**config.mk**
```make
export PLATFORM = sky130hd
export DESIGN_NAME = biquad_cascade_flat
export DESIGN_NICKNAME = d
export VERILOG_FILES = /design/src/rtl/biquad_cascade_if.sv /design/src/rtl/biquad_cascade.sv /design/src/flat_wrapper.sv
export SDC_FILE = /design/constraint.sdc
export NUM_CORES = 2
export LEC_CHECK = 0
export BUFFER_PORTS_ARGS = -buffer_cell sky130_fd_sc_hd__buf_2
export CAP_MARGIN = 20
export CORE_MARGIN = 2
export CORE_UTILIZATION = 50
export DETAILED_ROUTE_END_ITERATION = 12
export PLACE_DENSITY_LB_ADDON = 0.12
export SKIP_CTS_REPAIR_TIMING = 1
export SLEW_MARGIN = 20
export SYNTH_ARGS = -nofsm -noshare
export SYNTH_HDL_FRONTEND = slang
export SYNTH_SLANG_ARGS = --single-unit
```
**constraint.sdc**
```tcl
create_clock -name clk -period 10.68 [get_ports clk]
set_input_delay 1.602 -clock clk [delete_from_list [all_inputs] [get_ports clk]]
set_output_delay 1.602 -clock clk [all_outputs]
set_load 0.02 [all_outputs]
```
**src/rtl/biquad_cascade_if.sv**
```systemverilog
// Streaming and CSR bundle for biquad_cascade.
// slave modport: filter side (consumes input stream and CSR accesses,
//                produces output stream, CSR read data, waitrequest, irq).
// master modport: environment side (DMA streams and Avalon-MM master).
interface biquad_cascade_if #(
    parameter int unsigned DATA_W = 16,
    parameter int unsigned ADDR_W = 6
) ();
    logic                     in_valid;
    logic                     in_ready;
    logic signed [DATA_W-1:0] in_data;
    logic                     out_valid;
    logic                     out_ready;
    logic signed [DATA_W-1:0] out_data;
    logic [ADDR_W-1:0]        slave_address;
    logic                     slave_read;
    logic [31:0]              slave_readdata;
    logic                     slave_write;
    logic [31:0]              slave_writedata;
    logic                     slave_waitrequest;
    logic                     irq;

    modport slave (
        input  in_valid, in_data, out_ready,
        input  slave_address, slave_read, slave_write, slave_writedata,
        output in_ready, out_valid, out_data,
        output slave_readdata, slave_waitrequest, irq
    );

    modport master (
        output in_valid, in_data, out_ready,
        output slave_address, slave_read, slave_write, slave_writedata,
        input  in_ready, out_valid, out_data,
        input  slave_readdata, slave_waitrequest, irq
    );
endinterface

```
**src/rtl/biquad_cascade.sv**
```systemverilog
// Time-multiplexed cascade of Direct-Form-I biquad sections sharing one
// multiplier: five MAC cycles plus one SCALE cycle per section.
// Ports: clk, reset_n (async active-low), bus (biquad_cascade_if.slave):
//   in_valid/in_ready/in_data    input sample stream
//   out_valid/out_ready/out_data output sample stream
//   slave_*                      Avalon-MM CSR/coefficient access
//   irq                          saturation interrupt
// Optional feature macro: BIQUAD_SAT_IRQ_EN (irq and CTRL.irq_en).
module biquad_cascade #(
    parameter int unsigned DATA_W    = 16,
    parameter int unsigned COEF_W    = 32,
    parameter int unsigned FRAC_BITS = 30,
    parameter int unsigned SECTIONS  = 2,
    parameter int unsigned ADDR_W    = 6
) (
    input  logic            clk,
    input  logic            reset_n,
    biquad_cascade_if.slave bus
);
    localparam int unsigned PROD_W = DATA_W + COEF_W;
    localparam int unsigned ACC_W  = DATA_W + COEF_W + 3;
    localparam int unsigned SEC_W  = (SECTIONS > 1) ? $clog2(SECTIONS) : 1;

    localparam logic signed [ACC_W-1:0]  RND   = ACC_W'(1) << (FRAC_BITS - 1);
    localparam logic signed [ACC_W-1:0]  Y_MAX = ACC_W'({1'b0, {(DATA_W-1){1'b1}}});
    localparam logic signed [ACC_W-1:0]  Y_MIN = ~Y_MAX;
    localparam logic signed [COEF_W-1:0] UNITY = COEF_W'(1) << FRAC_BITS;

    typedef enum logic [1:0] {S_IDLE, S_MAC, S_SCALE, S_OUT} state_t;

    state_t                    state;
    logic [2:0]                k;
    logic [SEC_W-1:0]          sec;
    logic signed [ACC_W-1:0]   acc;
    logic signed [DATA_W-1:0]  x_cur;
    logic signed [DATA_W-1:0]  x1 [SECTIONS];
    logic signed [DATA_W-1:0]  x2 [SECTIONS];
    logic signed [DATA_W-1:0]  y1 [SECTIONS];
    logic signed [DATA_W-1:0]  y2 [SECTIONS];
    logic signed [COEF_W-1:0]  coef [SECTIONS][5];
    logic                      enable;
    logic                      sat_sticky;
    logic [31:0]               out_count;
    logic [31:0]               sat_count;
    logic                      in_ready_q;
    logic                      out_valid_q;
    logic signed [DATA_W-1:0]  out_data_q;
    logic [31:0]               readdata_q;
    logic                      irq_en_rd;

    // Shared-multiplier datapath: operand select, accumulate, round, clamp.
    logic signed [COEF_W-1:0]  mac_coef;
    logic signed [DATA_W-1:0]  mac_data;
    logic signed [PROD_W-1:0]  prod;
    logic signed [ACC_W-1:0]   acc_next;
    logic signed [ACC_W-1:0]   shifted;
    logic signed [DATA_W-1:0]  y_sat;
    logic                      clamp;

    always_comb begin
        mac_coef = coef[sec][0];
        mac_data = x_cur;
        case (k)
            3'd1:    begin mac_coef = coef[sec][1]; mac_data = x1[sec]; end
            3'd2:    begin mac_coef = coef[sec][2]; mac_data = x2[sec]; end
            3'd3:    begin mac_coef = coef[sec][3]; mac_data = y1[sec]; end
            3'd4:    begin mac_coef = coef[sec][4]; mac_data = y2[sec]; end
            default: ;
        endcase
        prod     = PROD_W'(mac_coef) * PROD_W'(mac_data);
        // Feedback terms (a1, a2) are subtracted.
        acc_next = (k >= 3'd3) ? acc - ACC_W'(prod) : acc + ACC_W'(prod);
        shifted  = (acc + RND) >>> FRAC_BITS;
        clamp    = 1'b0;
        y_sat    = DATA_W'(shifted);
        if (shifted > Y_MAX) begin
            y_sat = DATA_W'(Y_MAX);
            clamp = 1'b1;
        end else if (shifted < Y_MIN) begin
            y_sat = DATA_W'(Y_MIN);
            clamp = 1'b1;
        end
    end

    // CSR address decode, write stall and read mux.
    logic [ADDR_W-1:0] off;
    logic              coef_hit;
    logic [SEC_W-1:0]  cs;
    logic [2:0]        ck;
    logic              stall_c;
    logic              wr_en;
    logic [31:0]       rd_mux;

    always_comb begin
        off      = bus.slave_address - ADDR_W'(8);
        coef_hit = (bus.slave_address >= ADDR_W'(8)) && (off[2:0] < 3'd5) &&
                   ((off >> 3) < ADDR_W'(SECTIONS));
        cs       = SEC_W'(off >> 3);
        ck       = off[2:0];
        // Stall is combinational so the master sees it in the request cycle.
        stall_c  = bus.slave_write && (state != S_IDLE) &&
                   ((bus.slave_address == '0) || coef_hit);
        wr_en    = bus.slave_write && !stall_c;
        rd_mux   = 32'd0;
        case (bus.slave_address)
            ADDR_W'(0): rd_mux = {29'd0, irq_en_rd, 1'b0, enable};
            ADDR_W'(1): rd_mux = {30'd0, sat_sticky, state != S_IDLE};
            ADDR_W'(2): rd_mux = out_count;
            ADDR_W'(3): rd_mux = sat_count;
            default:    if (coef_hit) rd_mux = 32'(coef[cs][ck]);
        endcase
    end

`ifdef BIQUAD_SAT_IRQ_EN
    logic irq_en;
    logic irq_q;
    assign irq_en_rd = irq_en;
    assign bus.irq   = irq_q;
`else
    assign irq_en_rd = 1'b0;
    assign bus.irq   = 1'b0;
`endif

    // Sequencer, history/coefficient storage and CSR registers.
    always_ff @(posedge clk or negedge reset_n) begin
        if (!reset_n) begin
            state       <= S_IDLE;
            k           <= '0;
            sec         <= '0;
            acc         <= '0;
            x_cur       <= '0;
            enable      <= 1'b1;
            sat_sticky  <= 1'b0;
            out_count   <= '0;
            sat_count   <= '0;
            in_ready_q  <= 1'b1;
            out_valid_q <= 1'b0;
            out_data_q  <= '0;
            readdata_q  <= '0;
            for (int s = 0; s < int'(SECTIONS); s++) begin
                x1[s] <= '0;
                x2[s] <= '0;
                y1[s] <= '0;
                y2[s] <= '0;
                coef[s][0] <= UNITY;
                for (int c = 1; c < 5; c++) coef[s][c] <= '0;
            end
`ifdef BIQUAD_SAT_IRQ_EN
            irq_en <= 1'b0;
            irq_q  <= 1'b0;
`endif
        end else begin
            unique case (state)
                S_IDLE: begin
                    if (bus.in_valid) begin
                        in_ready_q <= 1'b0;
                        if (enable) begin
                            x_cur <= bus.in_data;
                            sec   <= '0;
                            k     <= '0;
                            acc   <= '0;
                            state <= S_MAC;
                        end else begin
                            out_data_q  <= bus.in_data;
                            out_valid_q <= 1'b1;
                            state       <= S_OUT;
                        end
                    end
                end
                S_MAC: begin
                    acc <= acc_next;
                    if (k == 3'd4) state <= S_SCALE;
                    else           k     <= k + 3'd1;
                end
                S_SCALE: begin
                    x2[sec] <= x1[sec];
                    x1[sec] <= x_cur;
                    y2[sec] <= y1[sec];
                    y1[sec] <= y_sat;
                    if (clamp) sat_count <= sat_count + 32'd1;
                    if (sec == SEC_W'(SECTIONS - 1)) begin
                        out_data_q  <= y_sat;
                        out_valid_q <= 1'b1;
                        state       <= S_OUT;
                    end else begin
                        sec   <= sec + SEC_W'(1);
                        x_cur <= y_sat;
                        k     <= '0;
                        acc   <= '0;
                        state <= S_MAC;
                    end
                end
                S_OUT: begin
                    if (bus.out_ready) begin
                        out_valid_q <= 1'b0;
                        out_count   <= out_count + 32'd1;
                        in_ready_q  <= 1'b1;
                        state       <= S_IDLE;
                    end
                end
            endcase

            // Read data holds when a write shares the cycle.
            if (bus.slave_read && !bus.slave_write) readdata_q <= rd_mux;

            if (wr_en) begin
                if (bus.slave_address == ADDR_W'(0)) begin
                    enable <= bus.slave_writedata[0];
`ifdef BIQUAD_SAT_IRQ_EN
                    irq_en <= bus.slave_writedata[2];
`endif
                    // CTRL writes only commit in IDLE, so no SCALE update races this.
                    if (bus.slave_writedata[1]) begin
                        for (int s = 0; s < int'(SECTIONS); s++) begin
                            x1[s] <= '0;
                            x2[s] <= '0;
                            y1[s] <= '0;
                            y2[s] <= '0;
                        end
                    end
                end
                if (bus.slave_address == ADDR_W'(1) && bus.slave_writedata[1])
                    sat_sticky <= 1'b0;
                if (coef_hit) coef[cs][ck] <= bus.slave_writedata[COEF_W-1:0];
            end

            // A new clamp wins over a same-cycle clear.
            if (state == S_SCALE && clamp) sat_sticky <= 1'b1;

`ifdef BIQUAD_SAT_IRQ_EN
            irq_q <= sat_sticky & irq_en;
`endif
        end
    end

    assign bus.in_ready          = in_ready_q;
    assign bus.out_valid         = out_valid_q;
    assign bus.out_data          = out_data_q;
    assign bus.slave_readdata    = readdata_q;
    assign bus.slave_waitrequest = stall_c;
endmodule

```
**src/flat_wrapper.sv**
```systemverilog
// flat-port wrapper written by rule: the top's interface ports become plain ports
module biquad_cascade_flat 
#(
    parameter int unsigned DATA_W    = 16,
    parameter int unsigned COEF_W    = 32,
    parameter int unsigned FRAC_BITS = 30,
    parameter int unsigned SECTIONS  = 2,
    parameter int unsigned ADDR_W    = 6
)
  (clk, reset_n, bus_in_valid, bus_in_data, bus_out_ready, bus_slave_address, bus_slave_read, bus_slave_write, bus_slave_writedata, bus_in_ready, bus_out_valid, bus_out_data, bus_slave_readdata, bus_slave_waitrequest, bus_irq);
  biquad_cascade_if #(.DATA_W(DATA_W), .ADDR_W(ADDR_W)) bus_i ();
  input  logic clk;
  input  logic reset_n;
  input wire logic [$bits(bus_i.in_valid)-1:0] bus_in_valid;
  input wire logic [$bits(bus_i.in_data)-1:0] bus_in_data;
  input wire logic [$bits(bus_i.out_ready)-1:0] bus_out_ready;
  input wire logic [$bits(bus_i.slave_address)-1:0] bus_slave_address;
  input wire logic [$bits(bus_i.slave_read)-1:0] bus_slave_read;
  input wire logic [$bits(bus_i.slave_write)-1:0] bus_slave_write;
  input wire logic [$bits(bus_i.slave_writedata)-1:0] bus_slave_writedata;
  output wire logic [$bits(bus_i.in_ready)-1:0] bus_in_ready;
  output wire logic [$bits(bus_i.out_valid)-1:0] bus_out_valid;
  output wire logic [$bits(bus_i.out_data)-1:0] bus_out_data;
  output wire logic [$bits(bus_i.slave_readdata)-1:0] bus_slave_readdata;
  output wire logic [$bits(bus_i.slave_waitrequest)-1:0] bus_slave_waitrequest;
  output wire logic [$bits(bus_i.irq)-1:0] bus_irq;
  assign bus_i.in_valid = bus_in_valid;
  assign bus_i.in_data = bus_in_data;
  assign bus_i.out_ready = bus_out_ready;
  assign bus_i.slave_address = bus_slave_address;
  assign bus_i.slave_read = bus_slave_read;
  assign bus_i.slave_write = bus_slave_write;
  assign bus_i.slave_writedata = bus_slave_writedata;
  assign bus_in_ready = bus_i.in_ready;
  assign bus_out_valid = bus_i.out_valid;
  assign bus_out_data = bus_i.out_data;
  assign bus_slave_readdata = bus_i.slave_readdata;
  assign bus_slave_waitrequest = bus_i.slave_waitrequest;
  assign bus_irq = bus_i.irq;
  biquad_cascade #(.DATA_W(DATA_W), .COEF_W(COEF_W), .FRAC_BITS(FRAC_BITS), .SECTIONS(SECTIONS), .ADDR_W(ADDR_W)) u_core (.clk(clk), .reset_n(reset_n), .bus(bus_i));
endmodule
```
==> run metrics <==
Leak=32.1 nW; cell taking the most area after synthesis=dfrtp_1; largest net degree at the start of global routing=~150; nets=7,246; slew margin rel.=0.259; final setup violating endpoints=5; gr usage total=0.315; root buf cell=clkbuf_16; routability cong.=0.941; port buffer count=110; clock sinks=637; RSZ-0062 raised after global routing=yes; first-pass GRT wire length=between 200 and 300 mm; drt total wl=178 mm; Synth area leaders=dfrtp_1 29%, fa_1 18%, mux2_2 7.6%, nand2_1 5.3%, inv_1 4.3%; Worst setup SP type=register; clock latency on the worst-skew pair=around 0.67 ns; Primary FF master, synth=dfrtp_1; Initial Util=0.505; R2R setup slack=-0.25 ns; CTS tree=built; EDFF count, synth=0; Syn Nets=6,551; Final Hold Fails=0; Yosys reg bits=around 640; Crit. End Element=register; hpwl dp=131 mm; Area Overhead vs Synth=24.8%; cell repeated most along the worst path=buf_4; Power Internal=roughly 11 mW; Logic pwr share=0.697; IO Count=112; Clock power frac=0.139; crit path max-delay cell type=fa_2; status=complete, but fails checks; total grt overflow=0; Cells after Synth=roughly 5,800; final worst path period need=10.93 ns; # DRC=0; layout cells sized above 1=0.293; starting DRC count in detailed routing=3,733; Net Sw Frac=0.450; Routed WL per cell=between 20 and 25 um; die width=333 um; Fmax=91.5 MHz; Post-Place Setup Slack=-0.692 ns; maximum VDD drop=about 0.40 mV; critical path required time=11.21 ns; Final WS setup=-0.246 ns; Worst Path Arrival=11.46 ns; Setup Skew=0.0549 ns; Hold Path Class=reg2reg; sw power=8.92 mW; critical path's largest stage delay=0.57 ns; failing checks=negative setup slack; Final period util=1.02; Clock H-tree levels=3; Cell Area, Synth=54,100 um^2; # Max-Cap Violations=0; post-synth cell types=88; clock tree buffer depth=3; via count=46,600; Site Rows=120; Reg clk slew, reported paths=0.06 ns; Syn Area/Cell=9.28 um^2; drt pass-1 iters=5; Core ar.=107,000 um^2; Post-synth ARST share=1.00; Seq pwr share=0.164; Pwr Density=just under 300 nW/um^2; Ys Warns=0; Yosys top cell area share=0.293; Via-to-Cell Ratio=5.83; TritonCTS buffer count=75; Routed Antenna Nets=0; cell area after layout=roughly 68,000 um^2; vias in the first global route=around 46,000; Cell Area, Placed=61,900 um^2; worst-path fanout max=8; CP Class=reg2reg; fin. max-slew vios=0; commonest non-fill, non-tap cell in the layout=buf_4; die boundary height=333 um; worst-margin pin slew=between 1 and 1.5 ns; most frequent cells in the layout=779 x buf_4, 748 x nand2_1, 630 x dfrtp_1; initial antenna violation count=7; die area=~110,000 um^2; sequential-to-total area share from yosys stat=0.295; Post-Route Utilization=0.630
-- sequential cells by signal, summed over array words and instances, names as in the netlist, 2 cells and up --
signal / flops
u_core.coef: 320
u_core.acc: 51
u_core.bus.slave_readdata: 32
u_core.out_count: 32
u_core.sat_count: 32
u_core.x1: 32
u_core.x2: 32
u_core.y1: 32
u_core.y2: 32
u_core.bus.out_data: 16
u_core.x_cur: 16
u_core.k: 3
u_core.state: 2
-- metal layers --
metal	vias up	global-route usage	part of all wire
met5	-	0	0.00016
met4	4	0.0908	0.031
met1	23700	0.452	0.44
met2	1705	0.497	0.46
met3	254	0.0448	0.072
li1	20900	-	-
-- power by group through the flow --
stage / registers [mW] / clock network (mW) / logic [mW]
finish: 3.25 / 2.75 / 13.8
global route: 3.29 / 2.88 / 15.0
CTS: 3.21 / 2.79 / 12.4
detailed placement: 3.25 / 0 / 12.2
global placement: 3.24 / 0 / 12.2
floorplan: 3.13 / 0 / 6.75
-- critical path: cells and delay by family, from the launching register on --
family	cells	cell delay [ns]
DFF	1	0.43
AOI/OAI and AO/OA	12	2.20
xor gates and xnor gates	3	0.49
buffers and inverters	12	1.30
adders and majority gates	9	3.85
and+or+nand+nor	11	2.51
-- worst paths after layout --
kind                       cells after the start                             to                           from
max                                           47                 u_core.acc[47]                    u_core.k[1]
min                                            2  u_core.bus.slave_readdata[11]  u_core.bus.slave_readdata[11]
max reg2reg                                   47                 u_core.acc[47]                    u_core.k[1]
min reg2reg                                    2  u_core.bus.slave_readdata[11]  u_core.bus.slave_readdata[11]
max in group asynchronous                      3                     u_core.sec                        reset_n
min in group asynchronous                      1  u_core.bus.slave_readdata[16]                        reset_n
-- kinds of logic after synthesis --
| logic type | share of synthesized area |
|---|---|
| mux | 0.109 |
| compound gates | 0.125 |
| xor+xnor | 0.0340 |
| other cells | 0.0000693 |
| simple gates | 0.145 |
| fa+ha+maj | 0.221 |
| flops | 0.295 |
| buf+inv | 0.0707 |
-- per-stage QoR --
step / hold WS (ns) / std cells / TNS, ns / total power [mW]
5_1_grt: 0.499 / 7988 / -5.68 / 21.1
4_1_cts: 0.476 / 7887 / -9.08 / 18.4
2_1_floorplan: 0.442 / 5829 / -0.00836 / 9.88
6_report: 0.474 / 7990 / -0.758 / 19.8
3_3_place_gp: 0.458 / 7749 / -5.77 / 15.4
3_5_place_dp: 0.465 / 7749 / -7.83 / 15.5
-- synthesized netlist by cell type (all sizes together) (54+ instances only) --
master,count
nand2b,54
clkbuf,307
mux2,366
dfrtp,633
mux2i,71
buf,80
a21oi,295
a22oi,72
o21ai,230
a221oi,92
xor2,91
nor3,71
ha,175
inv,626
nand2,763
nor2,530
xnor2,119
fa,487
nand3,146
-- layout make-up --
type                       instances  area, um^2
clock buffer                     106        2180
multi-input combinational       4180       36400
timing repair buffer            1004        8420
inverter                         626        2360
fill                            9074       39700
clock inverter                    32         465
sequential                       637       16000
tap                             1403        1760
antenna                            2        5.00
No activity file was read; power rests on OpenSTA's default activity.
